<file path="src/rtl/pc_pkg.sv">
`default_nettype none
// +----------------------------------------------------------------------------+
// | pc_pkg : shared encodings and defaults for the program-counter stage        |
// | Revision: 1.0                                                              |
// +----------------------------------------------------------------------------+
package pc_pkg;

  localparam logic [1:0] PCSRC_PLUS4  = 2'b00;
  localparam logic [1:0] PCSRC_TARGET = 2'b01;
  localparam logic [1:0] PCSRC_JALR   = 2'b10;

  localparam logic [31:0] PC_RESET_VECTOR = 32'h0000_0000;
  localparam logic [31:0] PC_TRAP_VECTOR  = 32'h0000_0100;

  typedef enum logic [1:0] {
    BOOT = 2'd0,
    RUN  = 2'd1,
    HALT = 2'd2
  } pc_state_t;

endpackage
`default_nettype wire

</file>
<file path="src/rtl/pc_next_mux.sv">
`default_nettype none
// +----------------------------------------------------------------------------+
// | pc_next_mux : next-PC selector with misalignment detection                  |
// | Revision: 1.0                                                              |
// +----------------------------------------------------------------------------+
module pc_next_mux
  import pc_pkg::*;
#(
  parameter int              XLEN        = 32,
  parameter logic [XLEN-1:0] TRAP_VECTOR = XLEN'(PC_TRAP_VECTOR)
) (
  input  logic [1:0]      pc_src,
  input  logic [XLEN-1:0] pcplus4,
  input  logic [XLEN-1:0] pc_target,
  input  logic [XLEN-1:0] alu_result,
  output logic [XLEN-1:0] next_pc,
  output logic            misaligned
);

  logic [XLEN-1:0] w_sel;

  // Reserved encoding 11 falls back to sequential flow.
  always_comb begin
    w_sel = pcplus4;
    case (pc_src)
      PCSRC_TARGET: w_sel = pc_target;
      PCSRC_JALR:   w_sel = alu_result & ~XLEN'(1);
      default:      w_sel = pcplus4;
    endcase
  end

`ifdef PC_MISALIGN_TRAP_EN
  assign misaligned = |w_sel[1:0];
  assign next_pc    = misaligned ? TRAP_VECTOR : w_sel;
`else
  assign misaligned = 1'b0;
  assign next_pc    = w_sel & ~XLEN'(3);
`endif

endmodule
`default_nettype wire

</file>
<file path="src/rtl/pc_sequencer.sv">
`default_nettype none
// +----------------------------------------------------------------------------+
// | pc_sequencer : PC register, BOOT/RUN/HALT sequencing and retire counter     |
// | Optional misaligned-target trap enabled by macro PC_MISALIGN_TRAP_EN        |
// | Revision: 1.0                                                              |
// +----------------------------------------------------------------------------+
module pc_sequencer
  import pc_pkg::*;
#(
  parameter int              XLEN         = 32,
  parameter logic [XLEN-1:0] RESET_VECTOR = XLEN'(PC_RESET_VECTOR),
  parameter logic [XLEN-1:0] TRAP_VECTOR  = XLEN'(PC_TRAP_VECTOR)
) (
  input  logic            clk,
  input  logic            rst,
  input  logic            en,
  input  logic [1:0]      PCSrc,
  input  logic [XLEN-1:0] PCTarget,
  input  logic [XLEN-1:0] ALUResult,
  input  logic            halt_req,
  output logic [XLEN-1:0] PC,
  output logic [XLEN-1:0] PCPlus4,
  output logic            pc_valid,
  output logic            halted,
  output logic [31:0]     instret,
  output logic            misalign
);

  pc_state_t       r_state;
  pc_state_t       w_state_next;
  logic [XLEN-1:0] r_pc;
  logic [XLEN-1:0] w_next_pc;
  logic [31:0]     r_instret;
  logic            r_misalign;
  logic            w_mux_misaligned;
  logic            w_advance;
  logic            w_retire;

  assign PCPlus4 = r_pc + XLEN'(4);

  pc_next_mux #(
    .XLEN        (XLEN),
    .TRAP_VECTOR (TRAP_VECTOR)
  ) u_next_mux (
    .pc_src     (PCSrc),
    .pcplus4    (PCPlus4),
    .pc_target  (PCTarget),
    .alu_result (ALUResult),
    .next_pc    (w_next_pc),
    .misaligned (w_mux_misaligned)
  );

  always_ff @(posedge clk) begin
    if (rst) r_state <= BOOT;
    else     r_state <= w_state_next;
  end

  // A halting instruction still retires but does not move the PC.
  always_comb begin
    w_state_next = r_state;
    w_advance    = 1'b0;
    w_retire     = 1'b0;
    case (r_state)
      BOOT: w_state_next = RUN;
      RUN: begin
        if (en) begin
          w_retire = 1'b1;
          if (halt_req) w_state_next = HALT;
          else          w_advance    = 1'b1;
        end
      end
      HALT:    w_state_next = HALT;
      default: w_state_next = BOOT;
    endcase
  end

  always_ff @(posedge clk) begin
    if (rst) begin
      r_pc       <= RESET_VECTOR;
      r_instret  <= 32'd0;
      r_misalign <= 1'b0;
    end else begin
      r_misalign <= w_advance & w_mux_misaligned;
      if (w_advance) r_pc      <= w_next_pc;
      if (w_retire)  r_instret <= r_instret + 32'd1;
    end
  end

  assign PC       = r_pc;
  assign instret  = r_instret;
  assign misalign = r_misalign;
  assign pc_valid = (r_state == RUN);
  assign halted   = (r_state == HALT);

endmodule
`default_nettype wire

</file>
<file path="config.mk">
export PLATFORM = sky130hd
export DESIGN_NAME = pc_sequencer
export DESIGN_NICKNAME = d
export VERILOG_FILES = /design/src/rtl/pc_pkg.sv /design/src/rtl/pc_next_mux.sv /design/src/rtl/pc_sequencer.sv
export SDC_FILE = /design/constraint.sdc
export NUM_CORES = 1
export LEC_CHECK = 0
export CAP_MARGIN = 20
export CORE_MARGIN = 10
export CORE_UTILIZATION = 45
export CTS_CLUSTER_DIAMETER = 200
export DETAILED_ROUTE_END_ITERATION = 16
export GPL_TIMING_DRIVEN = 0
export PLACE_DENSITY = 0.83
export SLEW_MARGIN = 30
export SYNTH_ARGS = -nofsm -noshare
export SYNTH_HDL_FRONTEND = slang
export SYNTH_SLANG_ARGS = --single-unit
</file>
<file path="constraint.sdc">
create_clock -name clk -period 4.5 [get_ports clk]
set_input_delay 0.9 -clock clk [delete_from_list [all_inputs] [get_ports clk]]
set_output_delay 0.9 -clock clk [all_outputs]
set_load 0.05 [all_outputs]
</file>
==> metrics.md, run 1 <==
| Metric | Value |
|---|---|
| WL/cell | 20.1 um |
| Core area | 9680 um2 |
| Placed Cells | 869 |
| IO Port Bufs | 158 |
| First-pass GRT wire length | 27900 um |
| CP max stage cell | clkdlybuf4s50_1 |
| Num CTS Buffers | 9 |
| Max-Cap Viols | 0 |
| Post-Syn Area | 4440 um2 |
| Crit Path Class | flip-flop to primary output |
| Mux cell area share after synthesis | 1.89% |
| Final wirelength | 17800 um |
| Syn Inst Count | 574 |
| CP Max Fanout | 10 |
| DIE HEIGHT | 119 um |
| Clock Skews | 10.8 ps |
| CP cell instances | ha_1 -> and4_1 -> clkbuf_1 -> nand2_1 -> nor4_1 -> xor2_1 -> clkdlybuf4s50_1 |
| Fmax | 232 MHz |
| Area Overhead vs Synth | 44.4% |
| Root Buffer | clkbuf_8 |
| Compound-Gate Fraction of Synth Area | 24.0% |
| Non-Filler Instances | 885 |
| Cts repair resizes | 0 |
| Initial Utilization | 45.8% |
| TNS Setup | 0 ps |
| PwrDens | 252 nW/um2 |
| Top_reg_cell synth | dfxtp_1 |
| Ant diodes | 0 |
| Largest family of logic cells by synthesized area | simple AND/OR/NAND/NOR gates |
| GRT Residual Overflow | 0 |
| Peak VDD IR | 284 uV |
| Yosys top cell by area | dfxtp_1 |
| CTS H-tree lvls | 3 |
| Layout fillers | 844 |
| Fin crit period | 4310 ps |
| Synth warn | 0 |
| Actual slew at the worst max-slew pin | 717 ps |
| GRT Overall Usage | 23.6% |
| Unrepaired setup endpoints after global routing | no |
| Worst EP required | 3600 ps |
| Final Hold Vio Count | 0 |
| Status | completed |
| #FFs+latches synth | 64 |
| Die extent in x | 119 um |
| Leakage | 2.06 nW |
| Async SR Flop Fraction | 0% |
| Post-synth EDFFs | 0 |
| Netlist cell types | 57 |
| CTS tree | built |
| Drt drc | 0 |
| Clk_lat worst skew | 350 ps |
| Initial antenna violation count | 0 |
| CP Capture Type | primary output |
| Vias/cell | 6.08 |
| Via count | 5378 |
| Post-DP HPWL | 13700 um |
| Area contributors post-synth | dfxtp_1, a21oi_1, xnor2_1, or4_1, a22oi_1 |
| First-pass detailed-route iteration total | 6 |
| Die footprint | 14200 um2 |
| Post-CTS setup buffers | 0 |
| Synth Area in XOR/XNOR | 7.30% |
| Row Count | 36 |
| Post-synthesis sequential area ratio | 28.9% |
| Gp weighted congestion | 0.945 |
| # setup viols final | 0 |
| Routed Antenna Nets | 0 |
| Worst setup SP type | flip-flop |
| Slew margin rel. | 52.2% |
| Final Slew Violations | 0 |
| Ports | 169 |
| CTS Hold Bufs | 0 |
| Area share of and/or/nand/nor cells after synthesis | 28.1% |
| Final period util | 95.8% |
| DRT iter0 DRCs | 530 |
| Total number of clock tree sinks | 64 |
| Worst hold-check path type | flip-flop to flip-flop |
| Vias in the first global route | 5254 |
| Layout cells sized above 1 | 5.72% |
| Nets | 824 |
| Synth Area in Adders | 1.97% |
| Mean Syn Cell Area | 7.73 um2 |
| Worst path max stage delay | 830 ps |
| Largest net degree at the start of global routing | 13 |
| Worst EP arrival | 3410 ps |
| CTS Buffer Depth | 2 |
| Clock-pin slew on the worst setup and hold paths | 80 ps |
| Share of the synthesized area in the top cell type | 28.9% |
## Yosys cell counts, types with 4 or more instances
master	n
dfxtp_1	64
a21oi_1	45
clkbuf_1	37
nor2_1	36
nand2_1	35
or4_1	26
a22oi_1	25
nand3_1	25
xnor2_1	23
inv_1	20
nand4_1	20
nor3_1	20
o31ai_1	19
a31oi_1	15
xor2_1	14
o21ai_0	11
and4_1	10
nor4_1	9
or3_1	9
buf_2	8
and3_1	7
buf_4	7
ha_1	7
buf_1	6
a22o_1	5
mux2i_1	5
o211ai_1	5
o22ai_1	4
o311ai_0	4
o32ai_1	4
## power breakdown
group          total (mW)  switching [mW]  internal, mW
sequential          0.611          0.0242         0.587
clock               0.522           0.249         0.273
combinational       0.485           0.305         0.179
total                1.62           0.579          1.04
## per-stage QoR
step	area, um2	setup slack (ps)	utilization (%)	hold WS, ps	total power, mW
3_5_place_dp	6200	667	64.0	490	1.10
4_1_cts	6410	255	66.1	498	1.61
2_1_floorplan	4450	829	-	490	0.915
6_report	6410	191	66.1	492	1.62
3_3_place_gp	6200	659	64.0	476	1.09
5_1_grt	6410	57.4	66.1	538	1.68
## critical path, delay by kind of cell, from the launching register on
family | cells | cell delay, ps
xor gates and xnor gates | 1 | 190
adders and majority gates | 1 | 310
buffers and inverters | 2 | 1050
DFF | 1 | 460
and+or+nand+nor | 3 | 1040
## cells in the final DEF, fill, tap and decap left out, types with 5 or more instances in the layout
| cell | n |
|---|---|
| clkdlybuf4s50_1 | 158 |
| dfxtp_1 | 64 |
| a21oi_1 | 45 |
| clkbuf_1 | 37 |
| nor2_1 | 36 |
| nand2_1 | 35 |
| or4_1 | 26 |
| nand3_1 | 25 |
| a22oi_1 | 25 |
| xnor2_1 | 23 |
| inv_1 | 20 |
| nand4_1 | 20 |
| nor3_1 | 20 |
| o31ai_1 | 19 |
| a31oi_1 | 15 |
| xor2_1 | 14 |
| o21ai_0 | 11 |
| and4_1 | 10 |
| clkbuf_8 | 10 |
| nor4_1 | 9 |
| or3_1 | 9 |
| buf_2 | 8 |
| and3_1 | 7 |
| buf_4 | 7 |
| ha_1 | 7 |
| buf_1 | 6 |
| a22o_1 | 5 |
| mux2i_1 | 5 |
| o211ai_1 | 5 |
| conb_1 | 5 |
## cell type report
cell class                 count  area, um2  share of cell area [%]
clock inverter                 6       68.8                    1.07
multi-input combinational    434       2830                    44.1
inverter                      20       75.1                    1.17
timing repair buffer         158       1580                    24.7
buffer                        60        270                    4.22
clock buffer                  10        138                    2.15
sequential                    64       1280                    20.0
tap                          133        166                    2.60
## logic make-up (layout without fill, tap and decap cells)
kind of cell             count (synthesis)  after routing
flip-flops                              64             64
AO/OA/AOI/OAI                          159            159
AND/OR/NAND/NOR                        218            218
multiplexers                             8              8
adder cells (fa/ha/maj)                  7              7
XOR/XNOR                                37             37
buffers and inverters                   80            254
other                                    1              5
## state kept, by name, summed over array words and instances, names as in the netlist
| name | flops |
|---|---|
| instret | 32 |
| r_state | 2 |
| PC | 30 |
## metal layers
| metal | global-route usage, % | vias up | share of wire (%) |
|---|---|---|---|
| met5 | 0 | - | 0 |
| met2 | 39.5 | 303 | 48 |
| li1 | - | 2520 | - |
| met4 | 8.67 | 0 | 2.3 |
| met3 | 7.09 | 34 | 9.7 |
| met1 | 28.0 | 2521 | 40 |
## final timing paths
kind,start,endpoint,slack (ps),depth (start not counted)
worst max register to register,r_state[1],PC[20],1870,9
worst min-delay path,instret[31],instret[31],490,2
worst max-delay path,PC[2],PCPlus4[28],190,7
worst min register to register,instret[31],instret[31],490,2
Note: power is estimated with default switching activity, not from simulation.
==> run 2: changes to the inputs <==
CAP_MARGIN = 5   (was 20)
PLACE_DENSITY = 0.85   (was 0.83)
SLEW_MARGIN = default   (was 30)
SYNTH_HIERARCHICAL = 1   (was default)
==> metrics.md, run 2 <==
| Metric | Value |
|---|---|
| Area Overhead vs Synth | 49.1% |
| Most common cell after layout, fill and taps aside | clkdlybuf4s50_1 |
| Area of the multi-input gates | 2390 um2 (-15%) |
| Worst path max stage delay | 920 ps (+90 ps) |
| Reg area | 1340 um2 (+4.7%) |
| Post-CTS setup buffers | 0 (unchanged) |
| Post-synth EDFFs | 0 (unchanged) |
| First-pass GRT wire length | 22600 um (-19%) |
| Layout fillers | 696 (-18%) |
| Placed Cells | 795 (-8.5%) |
| CP Max Fanout | 8 (-2) |
| Final wirelength | 14500 um (-19%) |
| Worst setup SP type | flip-flop |
| CP cell instances | nand4_1 -> nor4_1 -> nand4_1 -> xnor2_1 -> clkdlybuf4s50_1 |
| Row Count | 34 (-5.6%) |
| Actual slew at the worst max-slew pin | 1050 ps (+329 ps) |
| Routed Antenna Nets | 0 (unchanged) |
| Most frequent cells in the layout | clkdlybuf4s50_1, nand2_1, dfxtp_1, a21oi_1 |
| Initial Utilization | 45.8% (about the same) |
| Non-Filler Instances | 811 (-8.4%) |
| GRT Residual Overflow | 0 (unchanged) |
| CTS Buffer Depth | 2 (unchanged) |
| Yosys top cell by area | dfxtp_1 |
| CP Capture Type | primary output |
| CTS H-tree lvls | 3 (unchanged) |
| Die footprint | 13000 um2 (-8.7%) |
| Share of the synthesized area in the top cell type | 33.7% (+4.8 points) |
| WL/cell | 17.8 um (-11%) |
| Ports | 169 (unchanged) |
| Vias in the first global route | 4480 (-15%) |
| Via count | 4577 (-15%) |
| Vias/cell | 5.64 (-7.1%) |
| Async SR Flop Fraction | 0% (unchanged) |
| Peak VDD IR | 215 uV (-24%) |
| # setup viols final | 0 (unchanged) |
| Top_reg_cell synth | dfxtp_1 |
| Die extent in x | 114 um (-4.4%) |
| Initial antenna violation count | 0 (unchanged) |
| DRT iter0 DRCs | 202 (-62%) |
| CTS tree | built |
| First-pass detailed-route iteration total | 5 (-1) |
| TNS Setup | 0 ps (unchanged) |
| Most frequent cell after synthesis | nand2_1 |
| PwrDens | 250 nW/um2 (-1.0%) |
| GRT Overall Usage | 20.7% (-2.9 points) |
| Slew margin rel. | 29.6% (-23 points) |
| Netlist cell types | 40 (-30%) |
| DIE HEIGHT | 114 um (-4.4%) |
| Final period util | 93.6% (-2.2 points) |
| Root Buffer | clkbuf_8 |
| Crit Path Class | flip-flop to primary output |
| Leakage | 1.97 nW (-4.4%) |
| Synth warn | 6 (+6) |
| Max Used Layer | met4 |
| Clock Skews | 18.4 ps (+7.67 ps) |
| Ant diodes | 0 (unchanged) |
| Total number of clock tree sinks | 67 (+4.7%) |
| Layout cells sized above 1 | 6.83% (+1.1 points) |
| Core area | 8680 um2 (-10%) |
| Area contributors post-synth | dfxtp_1, nand2_1, a21oi_1, a22oi_1, xnor2_1 |
| DRT met1 WL | 5570 um (-22%) |
| Post-DP Area | 5750 um2 (-7.2%) |
| Post-synthesis sequential area ratio | 33.7% (+4.8 points) |
| Worst EP required | 3600 ps (about the same) |
| Largest net degree at the start of global routing | 12 (-1) |
| Status | completed |
| IO Port Bufs | 163 (+3.2%) |
| Drt drc | 0 (unchanged) |
| Clk_lat worst skew | 350 ps (about the same) |
| Met2 wire length | 7130 um (-17%) |
| Unrepaired setup endpoints after global routing | no |
| Design area | 5930 um2 (-7.4%) |
| Post-Syn Area | 3980 um2 (-10%) |
| Clock-pin slew on the worst setup and hold paths | 80 ps (about the same) |
| CTS Hold Bufs | 0 (unchanged) |
| Final hold slack | 479 ps (-13.7 ps) |
| Post-synth top cells | nand2_1, dfxtp_1, a21oi_1 |
| Fmax | 237 MHz (+2.3%) |
| Most used cell, CP | nand4_1 |
| Worst hold-check path type | flip-flop to flip-flop |
| Cts repair resizes | 0 (unchanged) |
| Num CTS Buffers | 9 (unchanged) |
| Max-Cap Viols | 0 (unchanged) |
| Fin crit period | 4210 ps (-98.3 ps) |
| Post-DP HPWL | 11200 um (-18%) |
| Worst EP arrival | 3310 ps (-100 ps) |
| #FFs+latches synth | 67 (+4.7%) |
| Syn Inst Count | 522 (-9.1%) |
| Nets | 775 (-5.9%) |
| Met3 routed wirelength | 1560 um (-10%) |
| CP max stage cell | nor4_1 |
| Gp weighted congestion | 0.866 (-8.4%) |
| Final Slew Violations | 0 (unchanged) |
| Mean Syn Cell Area | 7.62 um2 (-1.4%) |
| Final Hold Vio Count | 0 (unchanged) |
[run 2: cell types whose count changed after synthesis, moves of 9 or more]
cell	delta
a31oi_1	-15
nor2_1	-18
o21ai_1	+30
nand2_1	+76
inv_1	-9
or4_1	-12
nor3_1	-17
clkbuf_1	-21
[run 2: metrics by stage]
| step | utilization [%] | setup WS [ps] | power, mW |
|---|---|---|---|
| floorplan | - | 854 | 0.883 |
| global placement | 66.3 | 518 | 1.03 |
| detailed placement | 66.3 | 460 | 1.04 |
| CTS | 68.3 | 48.3 | 1.49 |
| global route | 68.3 | 29.3 | 1.55 |
| finish | 68.3 | 289 | 1.48 |
[run 2: path summary, 6_finish.rpt]
path	from	to	slack, ps	cells past startpoint
setup / recovery	PC[16]	PCPlus4[27]	290	5
hold / removal	PC[12]	PC[12]	480	2
setup reg to reg	PC[16]	PC[27]	1960	8
hold reg to reg	PC[12]	PC[12]	480	2
[run 2: cell type report]
class | count | share of cell area, %
buffer | 39 | 3.71
timing repair buffer | 163 | 27.5
clock buffer | 12 | 2.45
sequential | 67 | 22.6
tap | 108 | 2.28
clock inverter | 4 | 0.443
multi-input combinational | 407 | 40.3
inverter | 11 | 0.696
[run 2: worst max-delay path, delay by kind of cell, from the launching register on]
family,cells,cell delay [ps]
simple gates,3,1310
flops,1,500
xor+xnor,1,280
buf+inv,1,870
[run 2: cells by family (layout without fill, tap and decap cells)]
logic type,after synthesis,after routing,synth area share (%)
AOI/OAI and AO/OA,132,132,19.6
xor gates and xnor gates,40,40,9.00
and+or+nand+nor,223,223,28.3
other,1,3,0.0943
DFF,67,67,33.7
buffers and inverters,50,229,6.57
adders and majority gates,7,7,2.20
muxes,2,2,0.503
[run 2: power by group]
part	switching [mW]	internal, mW	total [mW]
registers	0.0211	0.612	0.633
clock network	0.237	0.215	0.452
logic	0.240	0.157	0.397
total	0.498	0.984	1.48
[run 2: metal layers]
layer / vias to the layer above / global-route usage (%)
li1: 2200 / -
met2: 213 / 36.4
met3: 18 / 7.82
met1: 2146 / 22.9
met4: 0 / 5.51
met5: - / 0
==> run 3: changes to the inputs <==
CORE_MARGIN = default   (was 10)
SLEW_MARGIN = 20   (was default)
==> metrics.md, run 3 (synthesized netlist as in run 2, its figures left out) <==
| Metric | Value |
|---|---|
| CTS Hold Bufs | 0 (unchanged) |
| TNS Setup | 0 ps (unchanged) |
| Drt drc | 0 (unchanged) |
| Actual slew at the worst max-slew pin | 871 ps (-175 ps) |
| Unrepaired setup endpoints after global routing | no |
| Initial Utilization | 47.5% (+1.6 points) |
| CTS H-tree lvls | 3 (unchanged) |
| CTS Buffer Depth | 2 (unchanged) |
| Max-Cap Viols | 0 (unchanged) |
| Final period util | 91.3% (-2.3 points) |
| Row Count | 33 (-2.9%) |
| Post-CTS setup buffers | 0 (unchanged) |
| Clock Skews | 7.49 ps (-11.0 ps) |
| Routed Antenna Nets | 0 (unchanged) |
| Internal | 1.08 mW (+10%) |
| Final Hold Vio Count | 0 (unchanged) |
| Initial antenna violation count | 0 (unchanged) |
| Clk_lat worst skew | 340 ps (about the same) |
| Die extent in x | 96.0 um (-16%) |
| Vias in the first global route | 4264 (-4.8%) |
| Root Buffer | clkbuf_8 |
| Seq pwr share | 40.5% (-2.2 points) |
| Final wirelength | 12900 um (-10%) |
| Beginning of the critical path | PC[4] |
| Worst EP required | 3600 ps (about the same) |
| WL/cell | 16.0 um (-10%) |
| Gp weighted congestion | 0.908 (+4.9%) |
| Clock group share of total power | 34.2% (+3.7 points) |
| Ports | 169 (unchanged) |
| Core area | 8380 um2 (-3.4%) |
| Clock-pin slew on the worst setup and hold paths | 70 ps (about the same) |
| DRT iter0 DRCs | 160 (-21%) |
| Most common cell after layout, fill and taps aside | clkdlybuf4s50_1 |
| Worst EP arrival | 3210 ps (-100 ps) |
| DIE HEIGHT | 96.0 um (-16%) |
| Peak VDD IR | 199 uV (-7.3%) |
| Fmax | 243 MHz (+2.5%) |
| Fin crit period | 4110 ps (-104 ps) |
| GRT Residual Overflow | 0 (unchanged) |
| Total number of clock tree sinks | 67 (unchanged) |
| Post-DP HPWL | 9750 um (-13%) |
| Switching Fraction | 30.7% (-3.0 points) |
| Design area | 5970 um2 (+0.74%) |
| Cts repair resizes | 0 (unchanged) |
| Slew margin rel. | 41.5% (+12 points) |
| First-pass GRT wire length | 20100 um (-11%) |
| Worst hold-check path type | flip-flop to flip-flop |
| Crit Path Class | flip-flop to primary output |
| Worst setup SP type | flip-flop |
| RR Startpoint | PC[4] |
| Combinational share of power | 25.4% (-1.4 points) |
| Area Overhead vs Synth | 50.2% |
| Sw power | 0.479 mW (-3.8%) |
| Most frequent cells in the layout | clkdlybuf4s50_1, nand2_1, dfxtp_1, a21oi_1 |
| First-pass detailed-route iteration total | 5 (unchanged) |
| Status | completed |
| IO Port Bufs | 163 (unchanged) |
| CTS tree | built |
| Nets | 775 (unchanged) |
| # setup viols final | 0 (unchanged) |
| Layout cells sized above 1 | 6.98% (+0.15 points) |
| Ant diodes | 0 (unchanged) |
| Die footprint | 9220 um2 (-29%) |
| Via count | 4597 (+0.44%) |
| Vias/cell | 5.70 (+0.93%) |
| Largest net degree at the start of global routing | 11 (-1) |
| CP Max Fanout | 7 (-1) |
| Num CTS Buffers | 9 (unchanged) |
| PwrDens | 262 nW/um2 (+4.7%) |
| Final Slew Violations | 0 (unchanged) |
| CP Capture Type | primary output |
| Leakage | 1.99 nW (+1.1%) |
| GRT Overall Usage | 27.9% (+7.2 points) |
| Hold Startpoint | PC[12] |
| Post-DP Area | 5750 um2 (about the same) |
==> run 3: cell types whose count changed in the layout (fill, tap and decap cells not counted) <==
| cell | change |
|---|---|
| bufinv_16 | +1 |
| clkbuf_1 | -1 |
| clkbuf_8 | +3 |
| clkinv_2 | -2 |
| clkinv_4 | -1 |
| clkinvlp_4 | -1 |
| nor4_1 | -1 |
| nor4_2 | +1 |
==> run 3: worst max-delay path, cell delays in order (launching register included) <==
cell,delay (ps)
dfxtp_1,450
nand3_1,280
nor4_2,800
nand4_1,250
xnor2_1,250
clkdlybuf4s50_1,840
==> run 3: power groups by stage <==
| stage | Combinational [mW] | Sequential [mW] | Clock, mW |
|---|---|---|---|
| floorplan | 0.201 | 0.682 | 0 |
| global placement | 0.383 | 0.645 | 0 |
| detailed placement | 0.394 | 0.646 | 0 |
| CTS | 0.397 | 0.632 | 0.540 |
| global route | 0.427 | 0.635 | 0.570 |
| finish | 0.397 | 0.633 | 0.534 |
==> run 3: area by class of cell <==
type | instances | area [um2]
fill | 705 | 2410
multi-input combinational | 407 | 2390
timing repair buffer | 163 | 1630
sequential | 67 | 1340
buffer | 39 | 220
clock buffer | 14 | 183
tap | 105 | 131
inverter | 11 | 41.3
clock inverter | 1 | 30.0
==> run 3: path summary, 6_finish.rpt <==
kind,end,slack [ps],cells past startpoint
max reg2reg,PC[27],2050,8
min,PC[12],490,2
max,PCPlus4[21],390,5
min reg2reg,PC[12],490,2
==> run 3: routing by layer <==
layer | global-route usage (%) | wire length [um] | up-vias
met5 | 0 | 0 | -
met4 | 11.9 | 308 | 0
met3 | 4.42 | 1070 | 30
met2 | 50.7 | 6330 | 213
met1 | 32.2 | 5230 | 2147
li1 | - | - | 2207
==> run 3: through the flow <==
step           setup WS [ps]  power (mW)  hold slack [ps]  instances  utilization (%)
2_1_floorplan            854       0.883              490        524                -
4_1_cts                  299        1.57              493        807             71.2
6_report                 393        1.56              490        807             71.3
5_1_grt                  298        1.63              525        807             71.3
3_5_place_dp             645        1.04              483        792             68.7
3_3_place_gp             479        1.03              469        792             68.6
